<file path="src/rtl/vga_fb_arbiter_if.sv">
// Writer-side port of the framebuffer arbiter: held request, one-cycle ack,
// and a sticky out-of-range error flag.
interface vga_fb_arbiter_if #(
    parameter int ADDR_W = 15,
    parameter int DATA_W = 8
);
    logic              wr_vblank_only;
    logic              wr_req;
    logic [ADDR_W-1:0] wr_addr;
    logic [DATA_W-1:0] wr_data;
    logic              wr_ack;
    logic              wr_err;

    modport master (
        output wr_vblank_only, wr_req, wr_addr, wr_data,
        input  wr_ack, wr_err
    );

    modport slave (
        input  wr_vblank_only, wr_req, wr_addr, wr_data,
        output wr_ack, wr_err
    );
endinterface

</file>
<file path="src/rtl/vga_fb_arbiter.sv">
// Single-port framebuffer RAM arbiter: display fetches (one per 4-pixel cell)
// always win over writer requests; every output is registered.
module vga_fb_arbiter #(
    parameter int FB_W   = 160,
    parameter int FB_H   = 120,
    parameter int ADDR_W = 15,
    parameter int DATA_W = 8
) (
    input  logic              clk,
    input  logic              reset,
    input  logic              video_on,
    input  logic [9:0]        pixel_x,
    input  logic [9:0]        pixel_y,
    vga_fb_arbiter_if.slave   wr,
    output logic [ADDR_W-1:0] mem_addr,
    output logic              mem_we,
    output logic [DATA_W-1:0] mem_wdata,
    input  logic [DATA_W-1:0] mem_rdata,
    output logic [DATA_W-1:0] pixel_data,
    output logic              frame_start
);
    typedef enum logic [1:0] {IDLE, FETCH, CAPTURE, WRITE} state_t;

    localparam logic [ADDR_W-1:0] FB_SIZE = ADDR_W'(FB_W * FB_H);

    state_t            state_reg, state_next;
    logic [19:0]       last_coord_reg, last_coord_next;
    logic [ADDR_W-1:0] mem_addr_reg, mem_addr_next;
    logic              mem_we_reg, mem_we_next;
    logic [DATA_W-1:0] mem_wdata_reg, mem_wdata_next;
    logic [DATA_W-1:0] pixel_data_reg, pixel_data_next;
    logic              wr_ack_reg, wr_ack_next;
    logic              wr_err_reg, wr_err_next;
    logic              frame_start_reg, frame_start_next;

    logic [ADDR_W-1:0] cell_x, cell_y, fetch_addr;
    logic              fetch_pending, wr_grantable;

    assign cell_x = ADDR_W'(pixel_x[9:2]);
    assign cell_y = ADDR_W'(pixel_y[9:2]);
    // Row stride of 160 built from shifts: y*128 + y*32 + x.
    assign fetch_addr = (cell_y << 7) + (cell_y << 5) + cell_x;

    assign fetch_pending = video_on && (pixel_x[1:0] == 2'b00)
                           && ({pixel_y, pixel_x} != last_coord_reg);
    assign wr_grantable  = wr.wr_req && (!wr.wr_vblank_only || !video_on);

    always_comb begin
        state_next       = state_reg;
        last_coord_next  = last_coord_reg;
        mem_addr_next    = mem_addr_reg;
        mem_we_next      = 1'b0;
        mem_wdata_next   = mem_wdata_reg;
        pixel_data_next  = pixel_data_reg;
        wr_ack_next      = 1'b0;
        wr_err_next      = wr_err_reg;
        frame_start_next = 1'b0;

        case (state_reg)
            IDLE: begin
                if (fetch_pending) begin
                    state_next       = FETCH;
                    last_coord_next  = {pixel_y, pixel_x};
                    mem_addr_next    = fetch_addr;
                    frame_start_next = (pixel_x == '0) && (pixel_y == '0);
                end else if (wr_grantable) begin
                    state_next     = WRITE;
                    mem_addr_next  = wr.wr_addr;
                    mem_wdata_next = wr.wr_data;
                    wr_ack_next    = 1'b1;
                    // Out-of-range writes are acknowledged but never reach the RAM.
                    if (wr.wr_addr < FB_SIZE) begin
                        mem_we_next = 1'b1;
                    end else begin
                        wr_err_next = 1'b1;
                    end
                end
            end
            FETCH:   state_next = CAPTURE;
            CAPTURE: begin
                state_next      = IDLE;
                pixel_data_next = mem_rdata;
            end
            WRITE:   state_next = IDLE;
            default: state_next = IDLE;
        endcase

        if (state_reg != CAPTURE && !video_on) begin
            pixel_data_next = '0;
        end
    end

    always_ff @(posedge clk or negedge reset) begin
        if (!reset) begin
            state_reg       <= IDLE;
            last_coord_reg  <= {10'h3FF, 10'h3FF};
            mem_addr_reg    <= '0;
            mem_we_reg      <= 1'b0;
            mem_wdata_reg   <= '0;
            pixel_data_reg  <= '0;
            wr_ack_reg      <= 1'b0;
            wr_err_reg      <= 1'b0;
            frame_start_reg <= 1'b0;
        end else begin
            state_reg       <= state_next;
            last_coord_reg  <= last_coord_next;
            mem_addr_reg    <= mem_addr_next;
            mem_we_reg      <= mem_we_next;
            mem_wdata_reg   <= mem_wdata_next;
            pixel_data_reg  <= pixel_data_next;
            wr_ack_reg      <= wr_ack_next;
            wr_err_reg      <= wr_err_next;
            frame_start_reg <= frame_start_next;
        end
    end

    assign mem_addr    = mem_addr_reg;
    assign mem_we      = mem_we_reg;
    assign mem_wdata   = mem_wdata_reg;
    assign pixel_data  = pixel_data_reg;
    assign frame_start = frame_start_reg;
    assign wr.wr_ack   = wr_ack_reg;
    assign wr.wr_err   = wr_err_reg;
endmodule

</file>
<file path="src/flat_wrapper.sv">
// flat-port wrapper written by rule: the top's interface ports become plain ports
module vga_fb_arbiter_flat 
#(
    parameter int FB_W   = 160,
    parameter int FB_H   = 120,
    parameter int ADDR_W = 15,
    parameter int DATA_W = 8
)
  (clk, reset, video_on, pixel_x, pixel_y, mem_addr, mem_we, mem_wdata, mem_rdata, pixel_data, frame_start, wr_wr_vblank_only, wr_wr_req, wr_wr_addr, wr_wr_data, wr_wr_ack, wr_wr_err);
  vga_fb_arbiter_if #(.ADDR_W(ADDR_W), .DATA_W(DATA_W)) wr_i ();
  input  logic clk;
  input  logic reset;
  input  logic video_on;
  input  logic [9:0] pixel_x;
  input  logic [9:0] pixel_y;
  output logic [ADDR_W-1:0] mem_addr;
  output logic mem_we;
  output logic [DATA_W-1:0] mem_wdata;
  input  logic [DATA_W-1:0] mem_rdata;
  output logic [DATA_W-1:0] pixel_data;
  output logic frame_start;
  input wire logic [$bits(wr_i.wr_vblank_only)-1:0] wr_wr_vblank_only;
  input wire logic [$bits(wr_i.wr_req)-1:0] wr_wr_req;
  input wire logic [$bits(wr_i.wr_addr)-1:0] wr_wr_addr;
  input wire logic [$bits(wr_i.wr_data)-1:0] wr_wr_data;
  output wire logic [$bits(wr_i.wr_ack)-1:0] wr_wr_ack;
  output wire logic [$bits(wr_i.wr_err)-1:0] wr_wr_err;
  assign wr_i.wr_vblank_only = wr_wr_vblank_only;
  assign wr_i.wr_req = wr_wr_req;
  assign wr_i.wr_addr = wr_wr_addr;
  assign wr_i.wr_data = wr_wr_data;
  assign wr_wr_ack = wr_i.wr_ack;
  assign wr_wr_err = wr_i.wr_err;
  vga_fb_arbiter #(.FB_W(FB_W), .FB_H(FB_H), .ADDR_W(ADDR_W), .DATA_W(DATA_W)) u_core (.clk(clk), .reset(reset), .video_on(video_on), .pixel_x(pixel_x), .pixel_y(pixel_y), .wr(wr_i), .mem_addr(mem_addr), .mem_we(mem_we), .mem_wdata(mem_wdata), .mem_rdata(mem_rdata), .pixel_data(pixel_data), .frame_start(frame_start));
endmodule
</file>
<file path="config.mk">
export PLATFORM = sky130hd
export DESIGN_NAME = vga_fb_arbiter_flat
export DESIGN_NICKNAME = d
export VERILOG_FILES = /design/src/rtl/vga_fb_arbiter_if.sv /design/src/rtl/vga_fb_arbiter.sv /design/src/flat_wrapper.sv
export SDC_FILE = /design/constraint.sdc
export NUM_CORES = 1
export LEC_CHECK = 0
export BUFFER_PORTS_ARGS = -buffer_cell sky130_fd_sc_hd__buf_2
export CAP_MARGIN = 5
export CORE_MARGIN = 2
export CORE_UTILIZATION = 53
export CTS_BUF_LIST = sky130_fd_sc_hd__clkbuf_8
export CTS_CLUSTER_DIAMETER = 40
export DETAILED_ROUTE_END_ITERATION = 12
export GPL_TIMING_DRIVEN = 0
export PLACE_DENSITY = 0.82
export SYNTH_ARGS = -nofsm -noshare
export SYNTH_HDL_FRONTEND = slang
export SYNTH_SLANG_ARGS = --single-unit
export TNS_END_PERCENT = 50
</file>
<file path="constraint.sdc">
create_clock -name clk -period 2.73 [get_ports clk]
set_input_delay 0.1365 -clock clk [delete_from_list [all_inputs] [get_ports clk]]
set_output_delay 0.1365 -clock clk [all_outputs]
set_load 0.02 [all_outputs]
</file>
* After elaboration in Yosys (flattened, before gate mapping)
Index checks and enable logic that the tools add are counted.
** Storage, ports and cells
- Flip-flop bits (word level) :: 57
- Output and inout port bits :: 35
- Logic and storage cells :: 55
- Input bits :: 56
** Cells by class
- Bitwise gates (word level) :: 2
- Equal/unequal tests :: 6
- Reductions and logical operators :: 19
- Mux-type cells :: 16
- Add/sub/neg operators :: 2
- Magnitude comparators :: 1
** Operator list (number)
- two-way mux 15 bit :: 2
- logical NOT 10 bit :: 2
- != test 20 bit :: 1
- two-way mux 8 bit :: 2
- adder 15 x 13 -> 15 bit :: 1
- adder 15 x 8 -> 15 bit :: 1
- less-than comparator 15 bit, second input constant :: 1
- two-way mux 1 bit :: 9
- case mux 2 bit (3 select lines) :: 1
- logical AND 1 bit :: 5
- equality test 2 bit, second input constant :: 2
- logical NOT 2 bit :: 2
- two-way mux 2 bit :: 2
- AND reduction 2 bit :: 2
- AND reduction 4 bit :: 1
- nonzero test 2 bit :: 2
- != test 3 x 1 -> 1 bit, second input constant :: 1
- AND reduction 3 bit :: 1
- equality test 2 x 1 -> 1 bit, second input constant :: 1
- logical NOT 1 bit :: 2
- != test 2 bit, second input constant :: 1
- inverter 1 bit :: 2
- OR reduction 2 bit :: 1
- logical OR 1 bit :: 1

* Depth between registers and ports, before layout
- Word-level depth :: 6
- Gate-level depth with buffers :: 10
- Gate-level depth less buffers :: 10

* Least setup slack after synthesis
OpenSTA, ideal clock, no wires.
- Kind :: input to register
- Start :: input port pixel_x[9]
- End :: register u_core.mem_addr_reg[13] (netlist: u_core.mem_addr[13])
- Path slack :: 0.536 ns
- Buffers on the path :: 0
- Library setup time :: 0.104 ns
- Stages :: 10
- Data required time :: 2.626 ns
- Arrival :: 2.090 ns
- Cells stage by stage :: inv_1 -> fa_1 -> inv_1 -> ha_1 -> a21oi_1 -> o21ai_0 -> a2111oi_0 -> nor3_1 -> xnor2_1 -> a221oi_1
** On the way
- Word-level cells in the longest chain between the ends :: 4
** RTL lines
- from (decl) :: RTL line flat_wrapper.sv:14 : input logic [9:0] pixel_x;
- branches (longest 4 deep; another with adder 15 x 8 -> 15 bit)
- to (signal assigned) :: RTL line vga_fb_arbiter.sv:107 : mem_addr_reg <= mem_addr_next;
- to (decl) :: RTL line vga_fb_arbiter.sv:28 : logic [ADDR_W-1:0] mem_addr_reg, mem_addr_next;
Several ways; the timed one is not identified.
A chain may end at the register's enable or synchronous reset.

* Worst setup path after layout
Ends and elaborated chain as after synthesis.

==> impl_metrics.xml <==
<?xml version="1.0" encoding="UTF-8"?>
<metrics>
  <group name="synthesis">
    <metric name="synth_enable_flop_cells" unit="">0</metric>
    <metric name="synth.net_count" unit="">328</metric>
    <metric name="synth_seq_cells" unit="">57</metric>
    <metric name="synthCells" unit="">255</metric>
    <metric name="synth.cell_area" unit="sq um">2980</metric>
    <metric name="netlist.area_leader.share" unit="%">31.1</metric>
    <metric name="ys_dominant_reg_cell" unit="">sky130_fd_sc_hd__dfrtp_1</metric>
    <metric name="ys.warnings.count" unit="">0</metric>
    <metric name="synth-seq-area-share" unit="%">48.7</metric>
    <metric name="yosys-top-cells-area" unit="">sky130_fd_sc_hd__dfrtp_1, sky130_fd_sc_hd__dfstp_2, sky130_fd_sc_hd__mux2_2</metric>
    <metric name="syn-mean-instance-area" unit="sq um">11.7</metric>
    <metric name="async_set_or_reset_register_ratio_after_synthesis" unit="%">100</metric>
    <metric name="ys_types" unit="">40</metric>
    <metric name="synth_area_leader_cell" unit="">sky130_fd_sc_hd__dfrtp_1</metric>
  </group>
  <group name="power">
    <metric name="power_density" unit="nW/um^2">830</metric>
    <metric name="leakage" unit="nW">1.81</metric>
    <metric name="fin_total_pwr" unit="W">0.00314</metric>
    <metric name="worst_vdd_drop" unit="V">0.000506</metric>
  </group>
  <group name="drt">
    <metric name="drt_iter0_markers" unit="">76</metric>
    <metric name="drc_errors" unit="">0</metric>
    <metric name="drt-total-wl" unit="microns">6550</metric>
    <metric name="number_of_antenna_violating_nets_in_the_routed_design" unit="">0</metric>
    <metric name="routed_wire_length_per_instance" unit="microns">14.9</metric>
    <metric name="firstDrtPassIters" unit="">4</metric>
    <metric name="detailroute.via_count" unit="">2330</metric>
    <metric name="route.detailed.vias_per_inst" unit="">5.30</metric>
  </group>
  <group name="setup_path">
    <metric name="start_kind" unit="">input port</metric>
    <metric name="critical_path_peak_fanout" unit="">4</metric>
    <metric name="worst-endpoint-required" unit="ns">2.95</metric>
    <metric name="critical_path_class" unit="">input port to flop</metric>
    <metric name="cp-end-kind" unit="">flop</metric>
    <metric name="cp.arrival" unit="ns">2.52</metric>
  </group>
  <group name="floorplanning">
    <metric name="placeableCoreArea" unit="sq um">5470</metric>
    <metric name="initial_core_util" unit="%">54.5</metric>
    <metric name="io_pins" unit="">91</metric>
    <metric name="chipWidth" unit="microns">79.0</metric>
    <metric name="row_count" unit="">27</metric>
    <metric name="full_die_area" unit="sq um">6240</metric>
    <metric name="chipHeight" unit="microns">79.0</metric>
  </group>
  <group name="clocking">
    <metric name="post_cts.repair.setup_buffers" unit="">0</metric>
    <metric name="clock_insertion_delay_worst_skew" unit="ns">0.33</metric>
    <metric name="clk_transition_reported_paths" unit="ns">0.06</metric>
    <metric name="post_cts_hold_buffer_count" unit="">6</metric>
    <metric name="cts-root-buf" unit="">sky130_fd_sc_hd__clkbuf_8</metric>
    <metric name="post_cts_resized" unit="">0</metric>
    <metric name="cts_tree" unit="">done</metric>
    <metric name="h-tree-depth" unit="">3</metric>
    <metric name="max-clock-path-buffers" unit="">2</metric>
    <metric name="tritoncts_num_sinks" unit="">57</metric>
    <metric name="numCtsBuffers" unit="">9</metric>
  </group>
  <group name="final_layout">
    <metric name="area_growth_syn_to_layout" unit="%">27.1</metric>
    <metric name="antenna_cells_inserted" unit="">0</metric>
    <metric name="fillerInstances" unit="">443</metric>
    <metric name="layout-drive-gt1-share" unit="%">46.5</metric>
    <metric name="layout.cells.most_common_list" unit="">sky130_fd_sc_hd__buf_2, sky130_fd_sc_hd__dfrtp_1, sky130_fd_sc_hd__mux2_2, sky130_fd_sc_hd__xor2_1, sky130_fd_sc_hd__nand2_1</metric>
    <metric name="layout_commonest_cell" unit="">sky130_fd_sc_hd__buf_2</metric>
    <metric name="largest_reg_flops" unit="">20</metric>
    <metric name="fin_nets" unit="">437</metric>
  </group>
  <group name="place">
    <metric name="gp_routability_congestion" unit="">0.799</metric>
    <metric name="post-dp-hpwl" unit="microns">4910</metric>
    <metric name="io_buffer_count" unit="">90</metric>
  </group>
  <group name="timing">
    <metric name="clock-skew-final" unit="ns">0.00733</metric>
    <metric name="maxSlewHeadroom" unit="%">60.6</metric>
    <metric name="timing.setup.tns" unit="ns">0</metric>
    <metric name="final_period_minus_worst_setup_slack" unit="ns">2.30</metric>
    <metric name="timing.final.max_slew_violations" unit="">0</metric>
    <metric name="final.period_utilization" unit="%">84.1</metric>
    <metric name="max_freq" unit="MHz">436</metric>
    <metric name="final_count_of_hold_timing_violations" unit="">0</metric>
    <metric name="grt_setup_unrepaired" unit="">no</metric>
    <metric name="setup-violations-final" unit="">0</metric>
    <metric name="least_margin_pin_slew" unit="ns">0.591</metric>
  </group>
  <group name="global_route">
    <metric name="grt-ovfl-total" unit="">0</metric>
    <metric name="grt_usage" unit="%">22.4</metric>
    <metric name="grt_start_max_net_pins" unit="">58</metric>
    <metric name="first_pass_grt_wire_length" unit="microns">10700</metric>
    <metric name="grt_antenna_before_repair" unit="">0</metric>
    <metric name="vias_in_the_first_global_route" unit="">2381</metric>
  </group>
  <group name="outcome">
    <metric name="outcome" unit="">finished, final reports clean</metric>
  </group>
  <group name="worst_hold_path">
    <metric name="min_path_type" unit="">input port to flop</metric>
  </group>
  <group name="job">
    <metric name="cap_viol_max_count" unit="">0</metric>
  </group>
</metrics>
==> final cells by class <==
cell class | count | area, sq um | area share (%)
clock inverter | 6 | 52.6 | 1.39
buffer | 10 | 72.6 | 1.92
timing repair buffer | 98 | 541 | 14.3
tap | 72 | 90.1 | 2.38
sequential | 57 | 1450 | 38.3
clock buffer | 9 | 124 | 3.27
multi-input combinational | 177 | 1420 | 37.4
inverter | 11 | 41.3 | 1.09
==> final timing paths <==
kind | endpoint | from | cells after the start | slack [ns]
min in group asynchronous | u_core.pixel_data[0] | reset | 2 | 0.34
max reg2reg | u_core.mem_wdata[7] | u_core.last_coord_reg[11] | 8 | 0.44
max in group asynchronous | u_core.last_coord_reg[15] | reset | 3 | 1.75
min | u_core.pixel_data[0] | mem_rdata[0] | 3 | 0.006
min reg2reg | u_core.wr.wr_err | u_core.wr.wr_err | 1 | 0.46
max | u_core.mem_addr[13] | pixel_x[9] | 11 | 0.43
==> synth_stat cells, drive strengths merged (6+ instances only) <==
cell type,instances
a21oi,7
buf,6
dfrtp,37
dfstp,20
ha,15
inv,11
mux2,26
nand2,22
nand2b,6
nand3,11
nor2,10
nor3,6
nor4,8
o221a,12
xor2,23
==> logic make-up (layout without fill, tap and decap cells) <==
| group | after synthesis | in the layout | synth area share, % |
|---|---|---|---|
| AOI/OAI and AO/OA | 35 | 35 | 9.99 |
| adders and majority gates | 17 | 17 | 7.64 |
| muxes | 26 | 26 | 9.82 |
| and+or+nand+nor | 72 | 72 | 12.1 |
| xor gates and xnor gates | 27 | 27 | 7.93 |
| DFF | 57 | 57 | 48.7 |
| buffers and inverters | 21 | 134 | 3.82 |
==> power breakdown <==
group	switching (W)	total, W	internal, W
sequential	0.000165	0.00137	0.00120
clock	0.000302	0.000706	0.000404
combinational	0.000571	0.00107	0.000497
total	0.00104	0.00314	0.00210
==> routing by layer <==
metal,global-route usage (%),wire [microns],part of all wire [%],vias to the layer above
met5,0,0,0,-
met4,10.2,125,1.9,0
met3,4.77,358,5.5,12
met2,39.4,3270,50,78
met1,26.2,2800,43,1114
li1,-,-,-,1126
==> worst max-delay path, cell delays in order <==
cell	delay, ns
sky130_fd_sc_hd__buf_2	0.13
sky130_fd_sc_hd__inv_1	0.07
sky130_fd_sc_hd__fa_1	0.53
sky130_fd_sc_hd__inv_1	0.07
sky130_fd_sc_hd__ha_1	0.29
sky130_fd_sc_hd__a21oi_1	0.18
sky130_fd_sc_hd__o21ai_0	0.15
sky130_fd_sc_hd__a2111oi_0	0.40
sky130_fd_sc_hd__nor3_1	0.15
sky130_fd_sc_hd__xnor2_1	0.16
sky130_fd_sc_hd__a221oi_1	0.25
==> stage by stage <==
step                area (sq um)  std cells  setup slack (ns)  hold WS, ns  utilization, %
floorplan                   2980        255             0.536       -0.159               -
global placement            3520        417             0.197        0.335            64.4
detailed placement          3520        417            0.0960        0.337            64.4
CTS                         3760        438             0.428     0.000162            68.7
global route                3790        440             0.220       0.0154            69.2
finish                      3790        440             0.435      0.00607            69.2
Note: power is estimated with default switching activity, not from simulation.
